--- src/rtl/seq_detect_param_if.sv ---
// Serial-stream bus for seq_detect_param.
//   in_valid, in   : qualified serial data bit (stream source -> detector)
//   pat_load, pat_in: runtime pattern load, MSB is the oldest bit
//   cnt_clr        : synchronous clear of the match counter
//   y              : match pulse (detector -> downstream control)
//   match_cnt      : saturating match count
//   pat            : current pattern register
// master = stream source / controller, slave = detector.
interface seq_detect_param_if #(
    parameter int unsigned PAT_W = 3,
    parameter int unsigned CNT_W = 8
);
    logic             in_valid;
    logic             in;
    logic             pat_load;
    logic [PAT_W-1:0] pat_in;
    logic             cnt_clr;
    logic             y;
    logic [CNT_W-1:0] match_cnt;
    logic [PAT_W-1:0] pat;

    modport master (
        output in_valid, in, pat_load, pat_in, cnt_clr,
        input  y, match_cnt, pat
    );

    modport slave (
        input  in_valid, in, pat_load, pat_in, cnt_clr,
        output y, match_cnt, pat
    );
endinterface

--- src/rtl/seq_detect_param.sv ---
// Parametrised serial-bit sequence detector with runtime-loadable pattern,
// build-time Mealy/Moore output and overlapping/non-overlapping detection,
// plus a saturating match counter.
// Ports:
//   clk   : rising-edge clock
//   rst_n : asynchronous active-low reset
//   bus   : seq_detect_param_if.slave (in_valid, in, pat_load, pat_in,
//           cnt_clr in; y, match_cnt, pat out)
module seq_detect_param #(
    parameter int unsigned     PAT_W   = 3,
    parameter logic [PAT_W-1:0] PATTERN = 3'b110,
    parameter int unsigned     MOORE   = 0,
    parameter int unsigned     OVERLAP = 1,
    parameter int unsigned     CNT_W   = 8
) (
    input  logic               clk,
    input  logic               rst_n,
    seq_detect_param_if.slave  bus
);
    // fill counts 0..PAT_W-1, so $clog2(PAT_W) bits are enough
    localparam int unsigned FILL_W = (PAT_W > 2) ? $clog2(PAT_W) : 1;
    localparam logic [FILL_W-1:0] FILL_MAX = FILL_W'(PAT_W - 1);

    logic [PAT_W-2:0] hist;
    logic [FILL_W-1:0] fill;
    logic [PAT_W-1:0] pat_r;
    logic [CNT_W-1:0] cnt;
    logic             y_q;

    logic             accept;
    logic             m;
    logic [PAT_W-1:0] window;

    // The window is the full candidate pattern: stored history plus the
    // bit arriving this cycle. Its low PAT_W-1 bits are also the next
    // history, which avoids a negative slice when PAT_W == 2.
    always_comb begin
        window = {hist, bus.in};
        accept = bus.in_valid & ~bus.pat_load;
        m      = accept & (fill == FILL_MAX) & (window == pat_r);
    end

    always_ff @(posedge clk or negedge rst_n) begin
        if (!rst_n) begin
            hist  <= '0;
            fill  <= '0;
            pat_r <= PATTERN;
        end else if (bus.pat_load) begin
            pat_r <= bus.pat_in;
            hist  <= '0;
            fill  <= '0;
        end else if (accept) begin
            if (m && (OVERLAP == 0)) begin
                hist <= '0;
                fill <= '0;
            end else begin
                hist <= window[PAT_W-2:0];
                if (fill != FILL_MAX) begin
                    fill <= fill + 1'b1;
                end
            end
        end
    end

    always_ff @(posedge clk or negedge rst_n) begin
        if (!rst_n) begin
            cnt <= '0;
            y_q <= 1'b0;
        end else begin
            y_q <= m;
            if (bus.cnt_clr) begin
                cnt <= '0;
            end else if (m && (cnt != '1)) begin
                cnt <= cnt + 1'b1;
            end
        end
    end

    assign bus.y         = (MOORE != 0) ? y_q : m;
    assign bus.match_cnt = cnt;
    assign bus.pat       = pat_r;
endmodule
--- src/flat_wrapper.sv ---
// flat-port wrapper written by rule: the top's interface ports become plain ports
module seq_detect_param_flat 
#(
    parameter int unsigned     PAT_W   = 3,
    parameter logic [PAT_W-1:0] PATTERN = 3'b110,
    parameter int unsigned     MOORE   = 0,
    parameter int unsigned     OVERLAP = 1,
    parameter int unsigned     CNT_W   = 8
)
  (clk, rst_n, bus_in_valid, bus_in, bus_pat_load, bus_pat_in, bus_cnt_clr, bus_y, bus_match_cnt, bus_pat);
  seq_detect_param_if #(.PAT_W(PAT_W), .CNT_W(CNT_W)) bus_i ();
  input  logic clk;
  input  logic rst_n;
  input wire logic [$bits(bus_i.in_valid)-1:0] bus_in_valid;
  input wire logic [$bits(bus_i.in)-1:0] bus_in;
  input wire logic [$bits(bus_i.pat_load)-1:0] bus_pat_load;
  input wire logic [$bits(bus_i.pat_in)-1:0] bus_pat_in;
  input wire logic [$bits(bus_i.cnt_clr)-1:0] bus_cnt_clr;
  output wire logic [$bits(bus_i.y)-1:0] bus_y;
  output wire logic [$bits(bus_i.match_cnt)-1:0] bus_match_cnt;
  output wire logic [$bits(bus_i.pat)-1:0] bus_pat;
  assign bus_i.in_valid = bus_in_valid;
  assign bus_i.in = bus_in;
  assign bus_i.pat_load = bus_pat_load;
  assign bus_i.pat_in = bus_pat_in;
  assign bus_i.cnt_clr = bus_cnt_clr;
  assign bus_y = bus_i.y;
  assign bus_match_cnt = bus_i.match_cnt;
  assign bus_pat = bus_i.pat;
  seq_detect_param #(.PAT_W(PAT_W), .PATTERN(PATTERN), .MOORE(MOORE), .OVERLAP(OVERLAP), .CNT_W(CNT_W)) u_core (.clk(clk), .rst_n(rst_n), .bus(bus_i));
endmodule
--- config.mk ---
export PLATFORM = sky130hd
export DESIGN_NAME = seq_detect_param_flat
export DESIGN_NICKNAME = d
export VERILOG_FILES = /design/src/rtl/seq_detect_param_if.sv /design/src/rtl/seq_detect_param.sv /design/src/flat_wrapper.sv
export SDC_FILE = /design/constraint.sdc
export NUM_CORES = 1
export LEC_CHECK = 0
export BUFFER_PORTS_ARGS = -buffer_cell sky130_fd_sc_hd__buf_2
export CAP_MARGIN = 15
export CORE_MARGIN = 2
export CORE_UTILIZATION = 45
export CTS_CLUSTER_DIAMETER = 50
export DETAILED_ROUTE_END_ITERATION = 6
export PLACE_DENSITY = 0.81
export SYNTH_ARGS = -nofsm -noshare
export SYNTH_HDL_FRONTEND = slang
export SYNTH_SLANG_ARGS = --single-unit
--- constraint.sdc ---
create_clock -name clk -period 2.6 [get_ports clk]
set_input_delay 0.52 -clock clk [delete_from_list [all_inputs] [get_ports clk]]
set_output_delay 0.52 -clock clk [all_outputs]
set_load 0.005 [all_outputs]
==> impl_metrics.json <==
{
  "fin_crit_ns": 2.04,
  "track_usage": 0.160,
  "rows": 15,
  "hp-class": "input pin to asynchronous set/reset pin",
  "design_area_sq_um": 976,
  "critical_path_required_ns": 2.08,
  "final_max_slew_viol_count": 0,
  "cts_hold_buf": 0,
  "dp_hpwl_um": 1200,
  "io_buffers": 20,
  "wl_per_cell_um": 12.3,
  "ys_top_cells_by_count": "dfrtp_1 (13), nor2_1 (10), mux2_2 (6)",
  "fin_setup_tns_ns": 0,
  "drive_above_1_share": 0.370,
  "post-synth-top-count-cell": "dfrtp_1",
  "setup_viol": 0,
  "crit_chain": "inv_1 > ha_1 > and3b_2 > nand4_4 > inv_1 > buf_2",
  "cts_resized": 0,
  "grt_remaining_overflow": 0,
  "fin_crit_sh": 0.786,
  "drcViolationCount": 0,
  "power_leakage_nw": 0.483,
  "routed_wl_um": 1540,
  "via_count": 651,
  "die_area_sq_um": 2230,
  "ys_top_cells_by_area": "dfrtp_1 (39%), mux2_2 (8.0%), dfstp_2 (6.3%)",
  "crit_buf_inv": 3,
  "synth_cell_types": 27,
  "synth.avg_cell_area_sq_um": 10.8,
  "place_congestion": 0.844,
  "cp_slowest_stage_delay_ns": 0.37,
  "synth-seq-cells": 15,
  "worstMarginPinSlew_ns": 0.375,
  "synth_async_sr_flop_share": 1.00,
  "area_growth_pct": 16.1,
  "yosys.area.top_type_share": 0.387,
  "grt_pass1_vias": 577,
  "yosysTopAreaCell": "dfrtp_1",
  "avgViaCountPerCell": 5.21,
  "synth-main-ff-cell": "dfrtp_1",
  "synth_cells": 78,
  "ys_warn_count": 0,
  "reg2reg_slack_ns": 0.90,
  "clk_path_buf_depth": 2,
  "clock-sinks": 15,
  "syn_area_sq_um": 841,
  "antenna_found_initial": 0,
  "detail-route-antenna-nets": 0,
  "die_h_um": 47.2,
  "outcome": "completed",
  "cts_buffers": 3,
  "slew_headroom": 0.749,
  "crit_arrival_ns": 1.52,
  "clk_root_buffer_cell": "clkbuf_4",
  "cp_num_cells": 6,
  "insertion_delay_ns": 0.28,
  "drtIter0Drc": 11,
  "grt_first_pass_wirelength_um": 2370,
  "diodes": 0,
  "fmax_mhz": 490,
  "postCtsSetupBuffers": 0,
  "critical_path_class": "register to primary output",
  "core_sq_um": 1750,
  "die_w_um": 47.2,
  "slowest_stage": "dfrtp_1",
  "cap_violations": 0,
  "cts_tree": "built",
  "initial_core_util": 0.482,
  "rsz0062_at_grt": "no",
  "peakVddDrop_v": 0.000246,
  "cp_top_family": "flip-flops",
  "finalHoldViolations": 0,
  "cp-start-kind": "register",
  "place_area_sq_um": 950,
  "synth_nets": 89,
  "drt-pass1-iter-count": 2,
  "dp_slack_ns": 0.712,
  "h-tree-depth": 1,
  "ff2ff_path_depth": 6,
  "p_per_area_nw_per_um2": 453,
  "synth-edff-count": 0,
  "ios": 21,
  "cp_common_cell": "inv_1",
  "timing.final.ws_setup_ns": 0.557,
  "cp_max_fo": 8,
  "fin_skew_ns": 0.00196,
  "end_kind": "primary output",
  "grt_max_degree": 16,
  "path_clk_slew_ns": 0.09,
  "seq_area_frac_synth": 0.449,
  "fin_nets": 112
}
[worst reg2reg max path, stage by stage, from the launching register on]
cell and delay, ns:
dfrtp_1 0.37, inv_1 0.08, ha_1 0.16, and3b_2 0.21, nand4_4 0.13, or4_1 0.52
a21oi_1 0.15
[registers in the layout, indices dropped and copies added, names as in the netlist]
signal,count
u_core.bus.match_cnt,8
u_core.bus.pat,3
u_core.fill,2
u_core.hist,2
[final timing paths]
| check | startpoint | endpoint |
|---|---|---|
| worst min-delay path | rst_n | u_core.bus.match_cnt[6] |
| worst max register to register | u_core.fill[0] | u_core.bus.match_cnt[5] |
| worst max-delay path | u_core.fill[0] | bus_y |
| worst min register to register | u_core.fill[1] | u_core.fill[1] |
| min in group clk | bus_pat_in[0] | u_core.bus.pat[0] |
| max in group asynchronous | rst_n | u_core.bus.pat[2] |
[logic make-up (layout without fill, tap and decap cells)]
logic type / after synthesis / count (layout) / share of synthesized area
buffers and inverters: 5 / 27 / 0.0402
AND/OR/NAND/NOR: 35 / 35 / 0.246
flip-flops: 15 / 15 / 0.449
AO/OA/AOI/OAI: 8 / 8 / 0.0595
multiplexers: 9 / 9 / 0.116
XOR/XNOR: 4 / 4 / 0.0595
adder cells (fa/ha/maj): 2 / 2 / 0.0298
[power by group]
| part | internal [W] | switching [W] |
|---|---|---|
| registers | 0.000245 | 0.00000770 |
| clock network | 0.0000595 | 0.0000718 |
| logic | 0.0000283 | 0.0000298 |
[final cells by class]
cell class,count,area [sq um]
Clock buffer,4,26.3
Fill cell,157,769
Inverter,3,11.3
Multi-Input combinational cell,58,429
Sequential cell,15,378
Tap cell,25,31.3
Timing Repair Buffer,20,100
[cells in the final DEF, fill, tap and decap left out, types with 2 or more instances in the layout]
cell,Yosys,layout
a21oi_1,4,4
and3_1,2,2
buf_2,0,20
clkbuf_4,0,3
dfrtp_1,13,13
dfstp_2,2,2
ha_1,2,2
inv_1,3,3
mux2_2,6,6
mux2i_1,3,3
nand2_1,4,4
nand3_1,2,2
nand4_1,2,2
nor2_1,10,10
nor2b_1,5,5
nor3b_1,2,2
o31ai_1,2,2
or4_1,2,2
xnor2_1,2,2
xnor2_2,2,2
[through the flow]
stage	hold WS, ns	util	std cells	power (W)
floorplan	0.224	-	78	0.000297
global placement	0.436	0.544	121	0.000314
detailed placement	0.446	0.544	121	0.000317
CTS	0.127	0.559	125	0.000452
global route	0.137	0.559	125	0.000471
finish	0.127	0.559	125	0.000442
[routing by layer]
layer  vias to the layer above  part of all wire  track usage
li1                        322                 -            -
met1                       316              0.42        0.185
met2                        11              0.54        0.257
met3                         2             0.027       0.0346
met4                         0             0.012        0.117
met5                         -                 0            0
Note: power is estimated with default switching activity, not from simulation.
